--- src/rtl/pc_sequencer.sv ---
// pc_sequencer: two-state (FETCH/EXEC) program-counter sequencer.
//   FETCH requests imem at pc and latches the instruction on imem_ack.
//   EXEC presents the instruction to the decoder. When stall is low it
//   selects the next pc from muxPC and counts the instruction as retired.
// Ports:
//   clk, reset       clock, synchronous active-high reset
//   muxPC            next-pc select: 0=pc+4, 1=jump, 2=jr_addr, 3=branch
//   jr_addr          register target used when muxPC=2
//   stall            holds the current instruction in EXEC
//   imem_rdata/ack   instruction memory response (data valid with ack)
//   imem_req/addr    fetch request (FETCH only) and address (= pc)
//   pc, pc_plus4     current instruction address and pc+4
//   instr, opcode, functcode, instr_valid   instruction register and decode slices
//   retired          count of completed instructions (wraps)
module pc_sequencer #(
  parameter logic [31:0] RESET_PC = 32'h0000_0000
) (
  input  logic        clk,
  input  logic        reset,
  input  logic [1:0]  muxPC,
  input  logic [31:0] jr_addr,
  input  logic        stall,
  input  logic [31:0] imem_rdata,
  input  logic        imem_ack,
  output logic        imem_req,
  output logic [31:0] imem_addr,
  output logic [31:0] pc,
  output logic [31:0] pc_plus4,
  output logic [31:0] instr,
  output logic [5:0]  opcode,
  output logic [5:0]  functcode,
  output logic        instr_valid,
  output logic [31:0] retired
);

  typedef enum logic {FETCH, EXEC} state_t;
  state_t      state;
  logic [31:0] next_pc;
  logic [31:0] br_off;

  assign pc_plus4  = pc + 32'd4;
  assign imem_addr = pc;
  assign opcode    = instr[31:26];
  assign functcode = instr[5:0];

  // Gated with reset so nothing is requested or decoded while reset is held,
  // even though the state register only clears at the next edge.
  assign imem_req    = (state == FETCH) && !reset;
  assign instr_valid = (state == EXEC)  && !reset;

  // Sign-extended word offset relative to the delay-slot-free pc+4.
  assign br_off = {{14{instr[15]}}, instr[15:0], 2'b00};

  always_comb begin
    next_pc = pc_plus4;
    case (muxPC)
      2'd0: next_pc = pc_plus4;
      2'd1: next_pc = {pc_plus4[31:28], instr[25:0], 2'b00};
      2'd2: next_pc = jr_addr;
      2'd3: next_pc = pc_plus4 + br_off;
      default: next_pc = pc_plus4;
    endcase
  end

  always_ff @(posedge clk) begin
    if (reset) begin
      state   <= FETCH;
      pc      <= RESET_PC;
      instr   <= '0;
      retired <= '0;
    end else begin
      case (state)
        FETCH: if (imem_ack) begin
          instr <= imem_rdata;
          state <= EXEC;
        end
        EXEC: if (!stall) begin
          pc      <= next_pc;
          retired <= retired + 32'd1;
          state   <= FETCH;
        end
        default: state <= FETCH;
      endcase
    end
  end

endmodule

--- config.mk ---
export PLATFORM = sky130hd
export DESIGN_NAME = pc_sequencer
export DESIGN_NICKNAME = d
export VERILOG_FILES = /design/src/rtl/pc_sequencer.sv
export SDC_FILE = /design/constraint.sdc
export NUM_CORES = 1
export LEC_CHECK = 0
export CORE_MARGIN = 1.5
export CORE_UTILIZATION = 40
export DETAILED_ROUTE_END_ITERATION = 6
export DONT_BUFFER_PORTS = 1
export PLACE_DENSITY = 0.58
export SLEW_MARGIN = 20
export SYNTH_ARGS = -nofsm -noshare
export SYNTH_HDL_FRONTEND = slang
export SYNTH_SLANG_ARGS = --single-unit
export TNS_END_PERCENT = 50
--- constraint.sdc ---
create_clock -name clk -period 4.3 [get_ports clk]
set_input_delay 0.645 -clock clk [delete_from_list [all_inputs] [get_ports clk]]
set_output_delay 0.645 -clock clk [all_outputs]
set_load 0.02 [all_outputs]
# Yosys cells after proc, flatten, opt, wreduce, memory -nomap -nowiden
# Cells that the tools add are included.
[word_totals]
register_bits = 97
in_bits = 70
out_inout_bits = 174
wordCells = 22
[op_classes]
addsub = 3
n_eq_ne = 3
n_mux = 4
bitwise = 2
n_reduce_logical = 6
[op_table]
columns = ["operator", "count"]
rows = [
  ["one-hot mux 32 bit (4 select lines)", 1],
  ["adder 32 x 1 -> 32 bit, second input constant", 1],
  ["adder 32 x 3 -> 32 bit, second input constant", 1],
  ["adder 32 bit", 1],
  ["== test 2 bit, second input constant", 2],
  ["AND reduction 2 bit", 2],
  ["== test 2 x 1 -> 1 bit, second input constant", 1],
  ["logical AND 1 bit", 2],
  ["logical NOT 2 bit", 1],
  ["two-way mux 1 bit", 2],
  ["inverter 1 bit", 2],
  ["one-hot mux 1 bit (2 select lines)", 1],
  ["logical NOT 1 bit", 1],
]

# Longest topological paths before layout
# Gate-level depths: netlist of the first run.
[depth]
ltp_word = 3
depth_mapped = 15
ltp_nobuf = 14

# Worst setup path after synthesis of the first run
# No wires, ideal clock.
[synth_timing]
path_type = "reg2reg"
startpoint = "register pc[2] (netlist: imem_addr[2])"
endpoint = "register pc[31] (netlist: imem_addr[31])"
t_arrival_ps = 3970
setup_slack_ps = 257
path_stages_with_launch = 15
n_path_buf = 1
synth_period_minus_slack_ps = 4043
path_cell_list = "dfxtp_1 -> ha_1 -> nand3_2 -> nor4_1 -> and3_1 -> xor2_1 -> ha_1 -> clkbuf_1 -> nand2_1 -> o21ai_1 -> nor2_1 -> a21o_1 -> or4_1 -> a211o_2 -> o211ai_2"
[synth_between]
elab_chain_cells = 3
[synth_rtl]
columns = ["element", "line_no", "rtl"]
rows = [
  ["start: declaration", "27", "output logic [31:0] pc,"],
  ["start signal: assignment", "78", "pc <= next_pc;"],
  ["adder 32 x 3 -> 32 bit", "41", "assign pc_plus4 = pc + 32'd4;"],
  ["net pc_plus4[18]", "28", "output logic [31:0] pc_plus4,"],
  ["adder 32 bit", "60", "2'd3: next_pc = pc_plus4 + br_off;"],
  ["one-hot mux 32 bit (4 select lines)", "56", "case (muxPC)"],
]
# The timed path passes the listed nets, and every way through them passes these cells.
# A chain may end at the register's enable or synchronous reset.

# Final worst setup path of the first run
[layout_timing]
startpoint = "register pc[3] (netlist: imem_addr[3])"
endpoint = "register pc[31] (netlist: imem_addr[31])"
[layout_between]
elab_chain_cells = 3
[layout_rtl]
columns = ["element", "line_no"]
rows = [
  ["adder 32 x 3 -> 32 bit (*)", "41"],
  ["adder 32 bit", "60"],
  ["one-hot mux 32 bit (4 select lines) (*)", "56"],
]
# Mark *: on every way between the ends. The rest lies on a longest branch, timed or not.

==> flow_metrics.tcl, run 1 <==
set metrics [dict create \
    path_clk_slew_ps 80 \
    drive_gt1_share_pct 10.8 \
    cts_buffers 9 \
    clock-sinks 97 \
    critPathKind "flip-flop to flip-flop" \
    die_h_um 138 \
    met1_usage_pct 32.2 \
    htree_levels 3 \
    instances_no_fill 1183 \
    cts_tree "done" \
    setup_violations 0 \
    cp.required_ps 4600 \
    slowest_stage "or4_1" \
    io_pins 244 \
    switchingPower_uw 789 \
    p_int_mw 1.49 \
    p_seq_share_pct 44.0 \
    cap_violations 0 \
    synth_edf_count 0 \
    start_util_pct 40.6 \
    root_buffer "clkbuf_16" \
    ys_ff_latch 97 \
    reg2reg_from "imem_addr[3]" \
    wire_per_inst_um 20.6 \
    rsz0062_at_grt "false" \
    worst_hold_path.endpoint "imem_addr[0]" \
    rr_endpoint "imem_addr[31]" \
    switching_share_pct 34.6 \
    port_buffers 0 \
    cp_cell_sequence "ha_1, nand3_2, or4_1, nor2_1, xnor2_1, ha_1, a21o_1, a31o_2, nor2_1, a21o_1, or4_1, a211o_2, o211ai_2" \
    fin_crit_ps 4070 \
    core_sq_um 17800 \
    fillerInstances 1849 \
    die_area_sq_um 18900 \
    hp-class "input port to flip-flop" \
    vdd_ir_drop_max_v 0.000212 \
    critPathMaxStageDelay_ps 770 \
    grt-ovfl-total 0 \
    grt_antenna_before_repair 0 \
    drcViolationCount 0 \
    ant_nets 0 \
    clockBufferDepth 2 \
    core.rowCount 49 \
    skew_ps 9.01 \
    yosys_warnings 0 \
    p_comb_share_pct 17.6 \
    relSlewSlack_pct 46.7 \
    grt_pass1_wl_um 36900 \
    via_count 7019 \
    cts_setup_buffers 0 \
    place_congestion 0.952 \
    rrSetupSlack_ps 230 \
    power_leakage_nw 3.10 \
    post-route-period-util_pct 94.7 \
    synth_nets 1083 \
    cp_max_fo 7 \
    crit_path_start_kind "flip-flop" \
    busiest_layer "met2" \
    seq_area_frac_synth_pct 26.8 \
    tightest_slew_ps 793 \
    area_growth_pct 7.71 \
    powerDensity_nw_per_um2 292 \
    pwr-share-clk_pct 38.4 \
    hold_depth 1 \
    arrival_ps 4370 \
    die-width_um 138 \
    slew_viol_final 0 \
    grt_pass1_vias 6662 \
    use_met2_pct 41.6 \
    status "complete, no violations" \
    synth_cell_types 73 \
    avgSynthCellArea_sq_um 7.46 \
    ys_async_sr_fraction_pct 0 \
    synth_top_flop_cell "dfxtp_1" \
    antennaDiodeCount 0 \
    grt_max_degree 96 \
    drt_wl_total_um 24400 \
    met3_usage_pct 8.20 \
    syn_area_sq_um 7250 \
    fmax_mhz 245 \
    end_kind "flip-flop" \
    finalNetCount 1060 \
    place_hpwl_um 18100 \
    grt_usage_pct 25.5 \
    dp.cells 1167 \
    clock_latency_ps 360 \
    viasPerCell 5.93 \
    firstDrtPassIters 5 \
    setup_tns_ps 0 \
    min_from "reset" \
    reg2reg_depth 13 \
    synthCells 972 \
    initialDrtViolationCount 471 \
    hold_violations 0 \
]
-- what timing repair did --
item	CTS	global route
setup endpoints to repair	0	1
hold buffers	0	0
gates resized for setup	0	1
-- worst max-delay path: cells and delay by family, from the launching register on --
kind	cells	cell delay (ps)
AND/OR/NAND/NOR	5	1790
AO/OA/AOI/OAI	5	980
adder cells (fa/ha/maj)	2	680
flip-flops	1	420
XOR/XNOR	1	120
-- layout make-up --
| cell class | count | area [sq um] | area share (%) |
|---|---|---|---|
| Inverter | 21 | 78.8 | 1.01 |
| Sequential cell | 97 | 1940 | 24.9 |
| Clock buffer | 9 | 225 | 2.88 |
| Tap cell | 229 | 287 | 3.67 |
| Clock inverter | 7 | 93.8 | 1.20 |
| Timing Repair Buffer | 66 | 495 | 6.34 |
| Multi-Input combinational cell | 754 | 4690 | 60.0 |
-- kinds of logic after synthesis --
logic type                 after synthesis  synth area share, %
adders and majority gates               41                 7.18
buffers and inverters                  121                 8.70
xor gates and xnor gates                61                 7.47
DFF                                     97                 26.8
AOI/OAI and AO/OA                      269                 24.2
and+or+nand+nor                        377                 24.8
muxes                                    6                0.845
-- cell usage after synthesis, drive strengths merged (3+ instances only) --
cell      n  area, sq um
a211o     3         27.5
a211oi    7         52.6
a21o     19          143
a21oi    87          435
a221o    11          110
a221oi   13          114
a22o      4         35.0
a22oi     7         52.6
a31oi    16          100
a32o      3         30.0
and2      6         37.5
and3     16          101
and4      3         26.3
buf      62          409
clkbuf   38          143
dfxtp    97         1940
ha       40          500
inv      21         78.8
mux2i     5         50.1
nand2   140          526
nand2b   13         81.3
nand3    34          180
nand4    23          150
nor2     84          315
nor2b     8         50.1
nor3     17         85.1
nor4      5         52.6
o211a     3         30.0
o211ai    9         72.6
o21a      7         52.6
o21ai    51          255
o31ai     4         30.0
o41ai     3         26.3
or2       3         18.8
or3      15         95.1
or4       7         56.3
xnor2    33          289
xor2     28          253
-- sequential cells by signal (all words and copies together), names as in the netlist --
name,count
imem_addr,32
instr,32
retired,32
state,1
-- metrics by stage --
step | instance area (sq um) | hold slack [ps] | setup slack [ps] | utilization (%) | total power [mW]
final | 7810 | 340 | 227 | 43.8 | 2.28
after CTS | 7810 | 336 | 267 | 43.8 | 2.30
after global routing | 7810 | 333 | 20.4 | 43.8 | 2.38
after global placement | 7490 | 495 | 396 | 42.0 | 1.42
after detailed placement | 7490 | 501 | 302 | 42.0 | 1.42
after floorplan | 7250 | 526 | 257 | - | 1.33
-- layout by cell type (no fill, tap or decap), drive strengths merged, types with 3 or more instances in the layout --
cell type / synthesis / routed
nor4: 5 / 5
a221oi: 13 / 13
clkbuf: 38 / 9
o21a: 7 / 7
nand4: 23 / 23
nand2: 140 / 140
a21oi: 87 / 87
a32o: 3 / 3
o31ai: 4 / 4
xor2: 28 / 28
a31oi: 16 / 16
and4: 3 / 3
clkinv: 0 / 3
and3: 16 / 16
o211a: 3 / 3
and2: 6 / 6
a22oi: 7 / 7
mux2i: 5 / 5
inv: 21 / 25
a211o: 3 / 3
a21o: 19 / 19
nand2b: 13 / 13
o21ai: 51 / 51
o41ai: 3 / 3
buf: 62 / 66
xnor2: 33 / 33
or4: 7 / 7
dfxtp: 97 / 97
a221o: 11 / 11
a211oi: 7 / 7
a22o: 4 / 4
or2: 3 / 3
nor3: 17 / 17
ha: 40 / 40
nor2b: 8 / 8
o211ai: 9 / 9
or3: 15 / 15
nor2: 84 / 84
nand3: 34 / 34
-- worst max-delay path by stage --
stage	start	endpoint	slack [ps]	cells past startpoint
final	imem_addr[3]	imem_addr[31]	230	13
after global routing	imem_addr[3]	imem_addr[31]	20	13
after CTS	imem_addr[3]	imem_addr[31]	270	13
after detailed placement	imem_addr[3]	imem_addr[31]	300	13
after global placement	imem_addr[2]	imem_addr[19]	400	13
after floorplan	imem_addr[2]	imem_addr[31]	260	14
-- per-layer routing --
metal  part of all wire [%]  vias to the layer above
li1                       -                     3397
met1                     43                     3282
met2                     46                      307
met3                    9.9                       33
met4                    1.8                        0
met5                      0                        -
-- power by group through the flow --
stage | registers [mW] | logic (mW) | clock network (mW)
floorplan | 1.02 | 0.308 | 0
global route | 1.01 | 0.442 | 0.928
finish | 1.00 | 0.401 | 0.875
detailed placement | 1.03 | 0.398 | 0
global placement | 1.02 | 0.400 | 0
CTS | 1.00 | 0.401 | 0.896
Note: power is estimated with default switching activity, not from simulation.
==> run 2: changes to the inputs <==
--- a/config.mk
+++ b/config.mk
@@ -7,6 +7,7 @@
 export LEC_CHECK = 0
 export CORE_MARGIN = 1.5
 export CORE_UTILIZATION = 40
+export CTS_BUF_LIST = sky130_fd_sc_hd__clkbuf_8
 export DETAILED_ROUTE_END_ITERATION = 6
 export DONT_BUFFER_PORTS = 1
 export PLACE_DENSITY = 0.58
==> flow_metrics.tcl, run 2 (synthesis results as in run 1) <==
set metrics [dict create \
    initialDrtViolationCount 406 \
    post-route-period-util_pct 94.6 \
    final_common_cell "nand2_1" \
    io_pins 244 \
    place_congestion 0.952 \
    place_hpwl_um 18100 \
    status "complete, no violations" \
    core.rowCount 49 \
    mostFrequentLayoutCells "nand2_1, dfxtp_1, a21oi_1" \
    cp_max_fo 7 \
    grt_max_degree 96 \
    grt_antenna_before_repair 0 \
    cts_hold_buf 0 \
    setup_tns_ps 0 \
    relSlewSlack_pct 45.4 \
    start_util_pct 40.6 \
    clockBufferDepth 2 \
    via_count 7032 \
    end_kind "flip-flop" \
    ant_nets 0 \
    fillerInstances 1858 \
    drt_wl_total_um 24400 \
    crit_path_start_kind "flip-flop" \
    viasPerCell 5.94 \
    path_clk_slew_ps 120 \
    die_area_sq_um 18900 \
    hp-class "input port to flip-flop" \
    timing.final.ws_setup_ps 234 \
    fmax_mhz 246 \
    rrSetupSlack_ps 230 \
    cts_tree "done" \
    powerDensity_nw_per_um2 270 \
    setup_violations 0 \
    arrival_ps 4400 \
    hold_depth 1 \
    cap_violations 0 \
    grt_pass1_vias 6642 \
    fin_crit_ps 4070 \
    power.total_mw 2.08 \
    regArea_sq_um 1940 \
    cts_setup_buffers 0 \
    slew_viol_final 0 \
    grt_pass1_wl_um 36900 \
    rr_endpoint "imem_addr[31]" \
    cp.required_ps 4640 \
    reg2reg_depth 13 \
    whs_ps 300 \
    clock_latency_ps 400 \
    root_buffer "clkbuf_8" \
    grt-ovfl-total 0 \
    htree_levels 3 \
    min_from "reset" \
    area_growth_pct 6.31 \
    finalNetCount 1060 \
    antennaDiodeCount 0 \
    die-width_um 138 \
    vdd_ir_drop_max_v 0.000198 \
    critPathKind "flip-flop to flip-flop" \
    wire_per_inst_um 20.6 \
    grt_usage_pct 25.5 \
    reg2reg_from "imem_addr[3]" \
    tightest_slew_ps 813 \
    clock-sinks 97 \
    port_buffers 0 \
    core_sq_um 17800 \
    multi_input_area_sq_um 4690 \
    place_ws_ps 302 \
    drive_gt1_share_pct 10.8 \
    cts_buffers 9 \
    die_h_um 138 \
    ctsResizeCount 0 \
    worst_hold_path.endpoint "imem_addr[0]" \
    skew_ps 13.0 \
    firstDrtPassIters 5 \
    drcViolationCount 0 \
    rsz0062_at_grt "false" \
    hold_violations 0 \
    power_leakage_nw 3.06 \
]
run 2: cell types whose count changed in the layout (fill, tap and decap cells not counted):
| cell | before | now |
|---|---|---|
| clkbuf_8 | 0 | 9 |
| clkbuf_16 | 9 | 0 |
run 2: worst max-delay path by stage:
stage | startpoint | end | slack (ps) | depth (start not counted)
4_1_cts | imem_addr[3] | imem_addr[31] | 260 | 13
2_1_floorplan | imem_addr[2] | imem_addr[31] | 260 | 14
6_report | imem_addr[3] | imem_addr[31] | 230 | 13
5_1_grt | imem_addr[3] | imem_addr[31] | 9 | 13
3_3_place_gp | imem_addr[2] | imem_addr[19] | 400 | 13
3_5_place_dp | imem_addr[3] | imem_addr[31] | 300 | 13
run 2: power by group:
part / switching (mW) / internal, mW / leakage, nW
sequential: 0.0747 / 0.930 / 0.789
clock: 0.431 / 0.242 / 0.108
combinational: 0.265 / 0.137 / 2.16
total: 0.770 / 1.31 / 3.06
run 2: final cells by class:
type / instances / share of cell area, %
clock inverter: 7 / 1.22
tap: 229 / 3.72
timing repair buffer: 66 / 6.43
sequential: 97 / 25.2
inverter: 21 / 1.02
clock buffer: 9 / 1.61
multi-input combinational: 754 / 60.8
run 2: metrics by stage:
step | util [%] | area [sq um] | cells
finish | 43.2 | 7710 | 1183
global route | 43.2 | 7710 | 1183
CTS | 43.2 | 7710 | 1183
detailed placement | 42.0 | 7490 | 1167
global placement | 42.0 | 7490 | 1167
floorplan | - | 7250 | 972
run 2: routing by layer:
layer / global-route usage [%] / routed length, um / share of wire (%) / vias to the layer above
li1: - / - / - / 3395
met1: 32.3 / 10200 / 42 / 3264
met2: 41.8 / 11200 / 46 / 332
met3: 8.02 / 2560 / 10 / 41
met4: 6.90 / 437 / 1.8 / 0
met5: 0 / 0 / 0 / -
run 2: critical path, cell delays in order (launching register included):
cell and delay [ps]:
dfxtp_1 420, ha_1 280, nand3_2 170, or4_1 770, nor2_1 270, xnor2_1 120, ha_1 410, a21o_1 170
a31o_2 170, nor2_1 50, a21o_1 220, or4_1 520, a211o_2 360, o211ai_2 60
